===== config.mk =====
export PLATFORM = sky130hd
export DESIGN_NAME = cb_zigzag_serializer
export DESIGN_NICKNAME = d
export VERILOG_FILES = /design/src/rtl/jpeg_pkg.sv /design/src/rtl/zigzag_index_rom.sv /design/src/rtl/cb_zigzag_serializer.sv
export SDC_FILE = /design/constraint.sdc
export NUM_CORES = 2
export LEC_CHECK = 0
export ABC_CLOCK_PERIOD_IN_PS = 128199
export BUFFER_PORTS_ARGS = -buffer_cell sky130_fd_sc_hd__buf_2
export CORE_ASPECT_RATIO = 0.7
export CORE_MARGIN = 2
export CORE_UTILIZATION = 30
export DETAILED_ROUTE_END_ITERATION = 10
export PLACE_DENSITY = 0.57
export SYNTH_ARGS = -nofsm -noshare
export SYNTH_HDL_FRONTEND = slang
export SYNTH_SLANG_ARGS = --single-unit

===== constraint.sdc =====
create_clock -name clk -period 128.2 [get_ports clk]
set_clock_uncertainty 0.1 [all_clocks]
set_input_delay 6.41 -clock clk [delete_from_list [all_inputs] [get_ports clk]]
set_output_delay 6.41 -clock clk [all_outputs]
set_load 0.1 [all_outputs]

===== src/rtl/jpeg_pkg.sv =====
// Shared JPEG types and constants for the Y/Cb/Cr zig-zag serializers:
// coefficient type, drain state encoding and the standard zig-zag scan tables.
package jpeg_pkg;

  localparam int COEF_W_DEFAULT = 11;

  typedef logic signed [COEF_W_DEFAULT-1:0] coef_t;

  typedef enum logic {
    IDLE = 1'b0,
    SEND = 1'b1
  } drain_state_t;

  // Row/column of each zig-zag position, index 0 being the DC term
  localparam logic [2:0] ZZ_ROW [64] = '{
    3'd0, 3'd0, 3'd1, 3'd2, 3'd1, 3'd0, 3'd0, 3'd1, 3'd2, 3'd3,
    3'd4, 3'd3, 3'd2, 3'd1, 3'd0, 3'd0, 3'd1, 3'd2, 3'd3, 3'd4,
    3'd5, 3'd6, 3'd5, 3'd4, 3'd3, 3'd2, 3'd1, 3'd0, 3'd0, 3'd1,
    3'd2, 3'd3, 3'd4, 3'd5, 3'd6, 3'd7, 3'd7, 3'd6, 3'd5, 3'd4,
    3'd3, 3'd2, 3'd1, 3'd2, 3'd3, 3'd4, 3'd5, 3'd6, 3'd7, 3'd7,
    3'd6, 3'd5, 3'd4, 3'd3, 3'd4, 3'd5, 3'd6, 3'd7, 3'd7, 3'd6,
    3'd5, 3'd6, 3'd7, 3'd7
  };

  localparam logic [2:0] ZZ_COL [64] = '{
    3'd0, 3'd1, 3'd0, 3'd0, 3'd1, 3'd2, 3'd3, 3'd2, 3'd1, 3'd0,
    3'd0, 3'd1, 3'd2, 3'd3, 3'd4, 3'd5, 3'd4, 3'd3, 3'd2, 3'd1,
    3'd0, 3'd0, 3'd1, 3'd2, 3'd3, 3'd4, 3'd5, 3'd6, 3'd7, 3'd6,
    3'd5, 3'd4, 3'd3, 3'd2, 3'd1, 3'd0, 3'd1, 3'd2, 3'd3, 3'd4,
    3'd5, 3'd6, 3'd7, 3'd7, 3'd6, 3'd5, 3'd4, 3'd3, 3'd2, 3'd3,
    3'd4, 3'd5, 3'd6, 3'd7, 3'd7, 3'd6, 3'd5, 3'd4, 3'd5, 3'd6,
    3'd7, 3'd7, 3'd6, 3'd7
  };

endpackage


===== src/rtl/zigzag_index_rom.sv =====
// Combinational zig-zag lookup: 6-bit scan index to 3-bit row and column.
module zigzag_index_rom
  import jpeg_pkg::*;
(
  input  logic [5:0] idx,
  output logic [2:0] row,
  output logic [2:0] col
);

  assign row = ZZ_ROW[idx];
  assign col = ZZ_COL[idx];

endmodule


===== src/rtl/cb_zigzag_serializer.sv =====
// Double-buffered Cb block serializer: captures whole 8x8 blocks on a strobe
// and streams them out in zig-zag order over a valid/ready interface.
module cb_zigzag_serializer
  import jpeg_pkg::*;
#(
  parameter int COEF_W = COEF_W_DEFAULT
) (
  input  logic                     clk,
  input  logic                     rst_n,
  input  logic                     in_enable,
  input  logic signed [COEF_W-1:0] Q [8][8],
  output logic signed [COEF_W-1:0] coef,
  output logic                     coef_valid,
  input  logic                     coef_ready,
  output logic [5:0]               coef_idx,
  output logic                     coef_last,
  output logic                     overflow
);

  logic signed [COEF_W-1:0] bank0 [8][8];
  logic signed [COEF_W-1:0] bank1 [8][8];

  logic [1:0]   full;
  logic [1:0]   full_next;
  logic         wr_sel;
  logic         rd_sel;
  logic         rd_sel_next;
  logic [5:0]   rd_ptr;
  logic [5:0]   rd_ptr_next;
  drain_state_t state;
  drain_state_t state_next;

  logic         capture;
  logic         drop;
  logic         release_bank;
  logic         load_beat;
  logic         valid_next;
  logic [2:0]   rom_row;
  logic [2:0]   rom_col;
  logic signed [COEF_W-1:0] beat_coef;

  // Ping-pong banks: wr_sel's bank being full means both are full
  assign capture = in_enable && !full[wr_sel];
  assign drop    = in_enable && (&full);

  zigzag_index_rom u_rom (
    .idx (rd_ptr_next),
    .row (rom_row),
    .col (rom_col)
  );

  // The ROM is addressed with the next beat so the output flops load it directly
  assign beat_coef = rd_sel_next ? bank1[rom_row][rom_col] : bank0[rom_row][rom_col];

  always_comb begin
    state_next   = state;
    rd_ptr_next  = rd_ptr;
    rd_sel_next  = rd_sel;
    valid_next   = coef_valid;
    load_beat    = 1'b0;
    release_bank = 1'b0;
    case (state)
      IDLE: begin
        if (full[rd_sel]) begin
          state_next  = SEND;
          rd_ptr_next = '0;
          load_beat   = 1'b1;
          valid_next  = 1'b1;
        end
      end
      SEND: begin
        if (coef_ready) begin
          if (rd_ptr != 6'd63) begin
            rd_ptr_next = rd_ptr + 6'd1;
            load_beat   = 1'b1;
          end else begin
            release_bank = 1'b1;
            rd_sel_next  = ~rd_sel;
            rd_ptr_next  = '0;
            if (full[~rd_sel]) begin
              load_beat = 1'b1;
            end else begin
              state_next = IDLE;
              valid_next = 1'b0;
            end
          end
        end
      end
      default: state_next = IDLE;
    endcase
  end

  // Capture only targets a bank that was empty before the edge, so it never
  // collides with the bank being released in the same cycle
  always_comb begin
    full_next = full;
    if (release_bank) full_next[rd_sel] = 1'b0;
    if (capture)      full_next[wr_sel] = 1'b1;
  end

  always_ff @(posedge clk or negedge rst_n) begin
    if (!rst_n) begin
      state      <= IDLE;
      rd_ptr     <= '0;
      rd_sel     <= 1'b0;
      wr_sel     <= 1'b0;
      full       <= '0;
      overflow   <= 1'b0;
      coef       <= '0;
      coef_idx   <= '0;
      coef_last  <= 1'b0;
      coef_valid <= 1'b0;
    end else begin
      state      <= state_next;
      rd_ptr     <= rd_ptr_next;
      rd_sel     <= rd_sel_next;
      full       <= full_next;
      coef_valid <= valid_next;
      if (capture) wr_sel <= ~wr_sel;
      if (drop) overflow <= 1'b1;
      if (load_beat) begin
        coef      <= beat_coef;
        coef_idx  <= rd_ptr_next;
        coef_last <= (rd_ptr_next == 6'd63);
      end
    end
  end

  // Bank contents carry no reset; the full flags alone say what is valid
  always_ff @(posedge clk) begin
    if (capture && !wr_sel) bank0 <= Q;
    if (capture && wr_sel)  bank1 <= Q;
  end

endmodule


======== After elaboration in Yosys (flattened, before gate mapping) ========
Memory sizes are Yosys's and may differ from the RTL's.
Cells that the tools add are included.
word-level totals
  flip-flop bits (word level) ............. 1439
  memory bits (read-only) ................. 384
  logic and storage cells ................. 225
  memories ................................ 2
cells by class
  add/sub/neg operators ................... 1
  $lt $le $gt $ge ......................... 8
  equal/unequal tests ..................... 6
  muxes and demuxes ....................... 51
  bitwise operators ....................... 9
  reduce and logical (&&, ||, !) cells .... 10
memory list
  memory           words  width  rd ports  clocked after memory_dff  wr ports  RTL line                RTL
  (no name shown)  64     3      1         0                         0         zigzag_index_rom.sv:10  assign row = ZZ_ROW[idx];
  (no name shown)  64     3      1         0                         0         zigzag_index_rom.sv:11  assign col = ZZ_COL[idx];
operator list
  cell                                                      count
  binary-select mux 88 bit (select 3 bit)                   2
  2-to-1 mux 88 bit                                         4
  binary-select mux 11 bit (select 3 bit)                   2
  2-to-1 mux 11 bit                                         5
  2-to-1 mux 1 bit                                          23
  2-to-1 mux 6 bit                                          3
  2-to-1 mux 3 bit                                          4
  one-hot mux 6 bit (2 select lines)                        1
  greater-or-equal comparator 4 bit, second input constant  2
  != test 2 bit, second input constant                      4
  inverter 3 -> 4 bit                                       2
  greater-or-equal comparator 7 bit, second input constant  1
  inverter 6 -> 7 bit                                       1
  adder 6 x 1 -> 6 bit, second input constant               1
  == test 6 bit, second input constant                      1
  logical AND 1 bit                                         6
  < comparator 1 x 2 -> 1 bit, second input constant        3
  != test 6 bit, second input constant                      1
  one-hot mux 1 bit (2 select lines)                        3
  2-to-1 mux 2 bit                                          2
  AND reduction 4 bit                                       1
  inverter 1 bit                                            3
  AND 2 bit                                                 1
  demux 1 bit (select 1 bit)                                2
  5 further kinds                                           7

======== Longest topological paths before layout ========
  depth after elaboration ................. 16
  mapped depth ............................ 24

======== Hierarchy ========
Synthesis repeated with hierarchy kept, for this count alone.
unflattened totals
  cell total of the unflattened synthesis .. 2744
  area total of the unflattened synthesis .. 56435.4 µm²
modules (own cells, without submodules)
  module                times used  cells an instance  area an instance (µm²)  seq. area each (µm²)
  cb_zigzag_serializer  1           2639               55672.1                 43056.3
  zigzag_index_rom      1           105                763.2                   0.0

======== Least setup slack after synthesis ========
Ideal clock, no wire load.
  path kind ............................... input -> register
  start point ............................. in in_enable
  end point ............................... reg bank1[0] in the netlist's numbering (enable)
  arrival ................................. 56.371 ns
  slack ................................... 68.944 ns
  stages on the path ...................... 1
  path buffers ............................ 0
  cells stage by stage .................... nor3b_1
on the way
  word-level cells in the longest chain between the ends .. 2
RTL lines
  element               RTL line                     RTL
  start, declared       cb_zigzag_serializer.sv:10   input logic in_enable,
  logical AND 1 bit     cb_zigzag_serializer.sv:43   assign capture = in_enable && !full[wr_sel];
  logical AND 1 bit     cb_zigzag_serializer.sv:132  if (capture && wr_sel) bank1 <= Q;
  end signal, assigned  cb_zigzag_serializer.sv:132
  end, declared         cb_zigzag_serializer.sv:21   logic signed [COEF_W-1:0] bank1 [8][8];
Every way passes these cells.
A chain may end at the register's enable or synchronous reset.

======== Final worst setup path ========
  start point ............................. in coef_ready
  end point ............................... reg coef[6]
on the way
  word-level cells in the longest chain between the ends .. 14
  elaborated cells on any way between the ends .. 28
  those cells by class .................... mux (23); bitwise (3); memory (2)
RTL lines
  element                                                RTL line                                        RTL
  start, declared                                        cb_zigzag_serializer.sv:14                      input logic coef_ready,
  2-to-1 mux 6 bit *                                     cb_zigzag_serializer.sv:72                      if (coef_ready) begin
  one-hot mux 6 bit (2 select lines) *                   cb_zigzag_serializer.sv:62                      case (state)
  via rd_ptr_next[1]                                     cb_zigzag_serializer.sv:29                      logic [5:0] rd_ptr_next;
  inverter 6 -> 7 bit (not written as such) *            zigzag_index_rom.sv:10, zigzag_index_rom.sv:11
  memory (64 x 3 bit)                                    --
  2-to-1 mux 3 bit (not written as such) (2 in series)   zigzag_index_rom.sv:10
  inverter 3 -> 4 bit (not written as such)              cb_zigzag_serializer.sv:53                      assign beat_coef = rd_sel_next ? bank1[rom_row][rom_col] : bank0[rom_row][rom_col];
  binary-select mux 88 bit (select 3 bit)                cb_zigzag_serializer.sv:53
  2-to-1 mux 88 bit (not written as such) (2 in series)  cb_zigzag_serializer.sv:53
  binary-select mux 11 bit (select 3 bit)                cb_zigzag_serializer.sv:53
  2-to-1 mux 11 bit (not written as such) (2 in series)  cb_zigzag_serializer.sv:53
  2-to-1 mux 11 bit *                                    cb_zigzag_serializer.sv:53
  end signal, assigned                                   cb_zigzag_serializer.sv:122                     coef <= beat_coef;
  end, declared                                          cb_zigzag_serializer.sv:12                      output logic signed [COEF_W-1:0] coef,
Mark *: on every way through the listed nets, which the timed path passes. The rest lies on a longest branch. The select of a mux whose other input is x is not followed.

==> run metrics <==
row count=between 100 and 150; Die Area=195000 um2; average wire length per cell after detail routing=approximately 30 um; Final Max Slew Viols=0; placed cells=6447; xor and xnor fraction of the mapped netlist area=0.0153%; remaining design rule violation count=0; Worst IR Drop VDD=44.0 uV; post-synthesis share of cell area spent on full adders, half adders and majority gates=less than 1%; main combinational cell family by area after synthesis=multiplexers; Main synth FF type=sky130_fd_sc_hd__edfxtp_1; Routability Congestion=0.866; maximum fanout along the worst path=140; violation count after the first detailed-route iteration=approximately 3800; Post-layout nets=4810; pin count of the biggest net entering global routing=162; total negative slack=0 ns; max-slew headroom at the worst pin=4.18%; post-synthesis cell type count=80; GR Util All Layers=20.1%; Final Instance Count excl. Fillers=6743; top achievable clock speed=~0.073 GHz; synthesized-area fraction occupied by and/or/nand/nor cells=4.72%; EDFF count, synth=between 1000 and 1500; layout overhead on the synthesized area=20.1%; Seq/Total Area, Yosys=75.2%; Vias=34600; CP endpoint kind=flop; worst endpoint data arrival time=14.28 ns; Vert. Die Dim=370 um; total setup buffers inserted after CTS=0; antenna viol nets, final=0; Initial DRT Pass Iterations=6; mean cell area of the mapped netlist=17.2 um2; critical path launch point type=input pin; worst hold-check path type=flop to flop; top area cells in the synthesized netlist=sky130_fd_sc_hd__edfxtp_1, sky130_fd_sc_hd__mux2i_1, sky130_fd_sc_hd__mux4_2; number of clock sinks=1439; area fraction of the dominant cell type after synthesis=73.8%; flop and latch count out of synthesis=1439; final count of hold timing violations=0; share of final-layout standard cells stronger than drive strength 1=27.8%; number of setup violations in the final report=0; number of buffers created by CTS=approximately 160; I/O pin count=728; Reg clk slew, reported paths=approximately 0.06 ns; maximum capacitance violations=0; multiplexer fraction of the synthesized cell area=10.7%; Initial Utilization=30.1%; cell at the root of the clock tree=sky130_fd_sc_hd__clkbuf_16; PwrDens=28.5 nW/um2; Layout Cell Area excl Fill=~69000 um2; estimated wirelength of the detail-placed design=144000 um; share of flip-flops with an asynchronous set or reset after synthesis=2.15%; critical path data required time=128.80 ns; number of warnings printed during yosys synthesis=0; post-synthesis compound-gate area fraction=approximately 7%; initial antenna violation count=roughly 140; # resized after CTS=0; setup repair after global routing missed its margin=no; net count after synthesis=4047; Port Buffer Count=slightly above 700; cell area reported after detailed placement=approximately 64000 um2; Mapped Area=57300 um2; number of global-route vias before repair=34000; clock tree from TritonCTS=yes; count of mapped cells out of synthesis=3326; Placeable Area=190000 um2; Max H-tree Level=4; Detailed Route WL=201000 um; biggest area consumer among synthesized cells=sky130_fd_sc_hd__edfxtp_1; leakage dissipation=23.9 nW; worst setup path class=input pin to flop; grt total ovfl=0; Filler Cells Inserted=approximately 18000; result of the run=finished clean; number of hold-repair buffers added at the cts stage=0; source-to-sink clock delay at the later pin of the worst-skew pair=about 0.8 ns; post-layout min period=13.68 ns; Period Utilization, post-route=10.7%; wire length of the first global-routing pass=273000 um; detail-routed via count per cell=5.14; maximum count of clock buffers along a single path=4; Die W=526 um; actual slew at the worst max-slew pin=1.43 ns
-- sequential cells by signal, indices dropped and copies added (netlist names) --
| name | flops |
|---|---|
| bank1 | 704 |
| wr_sel | 1 |
| coef | 11 |
| full | 2 |
| overflow | 1 |
| coef_last | 1 |
| bank0 | 704 |
| state | 1 |
| coef_valid | 1 |
| rd_sel | 1 |
| rd_ptr | 6 |
| coef_idx | 6 |
-- final cells by class --
cell class | instances | area, um2 | area share, %
multi-input combinational | 1657 | 13300 | 19.3
sequential | 1439 | 43100 | 62.6
clock inverter | 73 | 692 | 1.01
inverter | 17 | 63.8 | 0.0927
clock buffer | 194 | 4140 | 6.02
timing repair buffer | 819 | 4380 | 6.37
tap | 2516 | 3150 | 4.58
antenna | 28 | 70.1 | 0.102
-- synth_stat cells, types with 21 or more instances --
| cell type | n |
|---|---|
| sky130_fd_sc_hd__edfxtp_1 | 1408 |
| sky130_fd_sc_hd__mux2i_1 | 415 |
| sky130_fd_sc_hd__nand2_1 | 325 |
| sky130_fd_sc_hd__o22ai_1 | 136 |
| sky130_fd_sc_hd__clkbuf_1 | 98 |
| sky130_fd_sc_hd__o21ai_0 | 94 |
| sky130_fd_sc_hd__mux4_2 | 85 |
| sky130_fd_sc_hd__a211oi_1 | 68 |
| sky130_fd_sc_hd__nand3_1 | 67 |
| sky130_fd_sc_hd__a311oi_1 | 62 |
| sky130_fd_sc_hd__nor3b_1 | 61 |
| sky130_fd_sc_hd__buf_2 | 56 |
| sky130_fd_sc_hd__buf_4 | 35 |
| sky130_fd_sc_hd__dfrtp_1 | 31 |
| sky130_fd_sc_hd__a21oi_1 | 27 |
| sky130_fd_sc_hd__nor2_1 | 27 |
| sky130_fd_sc_hd__o21bai_1 | 21 |
-- power breakdown --
part | switching (mW) | total [mW] | internal, mW | leakage, nW
Sequential | 0.0104 | 0.560 | 0.550 | 13.1
Clock | 0.187 | 0.437 | 0.249 | 2.35
Combinational | 0.652 | 0.963 | 0.312 | 8.53
Total | 0.849 | 1.96 | 1.11 | 23.9
-- stage by stage --
step,setup slack [ns],utilization [%],power (mW),hold slack [ns]
finish,114.52,36.2,1.96,0.382
global route,114.04,36.2,2.05,0.416
CTS,114.69,36.1,1.98,0.383
detailed placement,113.80,33.6,1.54,0.369
global placement,113.93,33.6,1.54,0.348
floorplan,68.94,-,1.21,0.359
-- logic make-up after synthesis --
logic type               after synthesis
flip-flops                          1439
AND/OR/NAND/NOR                      573
AO/OA/AOI/OAI                        566
multiplexers                         504
buffers and inverters                230
adder cells (fa/ha/maj)               13
XOR/XNOR                               1
-- path summary, 6_finish.rpt --
path                               end  slack (ns)  cells after the start  startpoint
setup / recovery               coef[6]      114.52                     21  coef_ready
hold / removal              coef_valid        0.38                      2  coef_valid
setup reg to reg               coef[6]      119.25                     20       state
hold reg to reg             coef_valid        0.38                      2  coef_valid
max in group asynchronous    rd_ptr[5]      121.93                      2       rst_n
min in group asynchronous  coef_idx[2]        5.60                      2       rst_n
-- cells in the final DEF, fill, tap and decap left out, types with 8 or more instances in the layout --
| master | count |
|---|---|
| sky130_fd_sc_hd__o221a_2 | 11 |
| sky130_fd_sc_hd__a221oi_1 | 10 |
| sky130_fd_sc_hd__a31oi_1 | 17 |
| sky130_fd_sc_hd__clkinvlp_4 | 8 |
| sky130_fd_sc_hd__o22ai_1 | 136 |
| sky130_fd_sc_hd__o21ai_0 | 84 |
| sky130_fd_sc_hd__nor3_1 | 15 |
| sky130_fd_sc_hd__nand3_1 | 63 |
| sky130_fd_sc_hd__nor2_1 | 22 |
| sky130_fd_sc_hd__mux2i_1 | 414 |
| sky130_fd_sc_hd__o22a_1 | 11 |
| sky130_fd_sc_hd__nor3b_1 | 60 |
| sky130_fd_sc_hd__inv_1 | 14 |
| sky130_fd_sc_hd__edfxtp_1 | 1408 |
| sky130_fd_sc_hd__o2111a_1 | 11 |
| sky130_fd_sc_hd__o311a_1 | 11 |
| sky130_fd_sc_hd__a311oi_1 | 62 |
| sky130_fd_sc_hd__dfrtp_1 | 31 |
| sky130_fd_sc_hd__clkinv_2 | 23 |
| sky130_fd_sc_hd__bufinv_16 | 10 |
| sky130_fd_sc_hd__nand4_1 | 18 |
| sky130_fd_sc_hd__nand2b_1 | 15 |
| sky130_fd_sc_hd__clkbuf_1 | 31 |
| sky130_fd_sc_hd__nand2_1 | 324 |
| sky130_fd_sc_hd__a32oi_1 | 11 |
| sky130_fd_sc_hd__a21oi_1 | 27 |
| sky130_fd_sc_hd__mux4_2 | 85 |
| sky130_fd_sc_hd__o2111ai_1 | 15 |
| sky130_fd_sc_hd__clkbuf_16 | 158 |
| sky130_fd_sc_hd__a211oi_1 | 68 |
| sky130_fd_sc_hd__ha_1 | 13 |
| sky130_fd_sc_hd__o21ai_1 | 11 |
| sky130_fd_sc_hd__diode_2 | 28 |
| sky130_fd_sc_hd__o211ai_1 | 9 |
| sky130_fd_sc_hd__buf_4 | 86 |
| sky130_fd_sc_hd__buf_2 | 727 |
| sky130_fd_sc_hd__clkinv_1 | 21 |
| sky130_fd_sc_hd__o21bai_1 | 19 |
| sky130_fd_sc_hd__and3_1 | 16 |
-- per-layer routing --
| metal | routed length (um) | part of all wire (%) | track usage, % | up-vias |
|---|---|---|---|---|
| met5 | 417 | 0.21 | 0 | - |
| met4 | 6220 | 3.1 | 5.99 | 66 |
| met3 | 17700 | 8.8 | 5.64 | 392 |
| met2 | 90100 | 45 | 30.8 | 1580 |
| met1 | 86600 | 43 | 27.8 | 17600 |
| li1 | - | - | - | 15000 |
-- worst max-delay path, cell delays in order --
cell	delay [ns]
sky130_fd_sc_hd__buf_2	0.28
sky130_fd_sc_hd__nand2_1	0.30
sky130_fd_sc_hd__o211ai_1	0.29
sky130_fd_sc_hd__nand2b_1	0.30
sky130_fd_sc_hd__inv_1	0.29
sky130_fd_sc_hd__ha_1	0.43
sky130_fd_sc_hd__inv_1	0.23
sky130_fd_sc_hd__a211oi_1	0.09
sky130_fd_sc_hd__a211oi_1	0.28
sky130_fd_sc_hd__o32ai_1	0.19
sky130_fd_sc_hd__o221ai_4	0.30
sky130_fd_sc_hd__or2_4	0.52
sky130_fd_sc_hd__buf_12	0.68
sky130_fd_sc_hd__buf_4	0.68
sky130_fd_sc_hd__buf_4	0.86
sky130_fd_sc_hd__buf_4	0.72
sky130_fd_sc_hd__mux2i_1	0.26
sky130_fd_sc_hd__o22ai_1	0.10
sky130_fd_sc_hd__o21ai_0	0.40
sky130_fd_sc_hd__nand2_1	0.11
sky130_fd_sc_hd__o311a_1	0.34
Power figures use the tool's default switching activity.
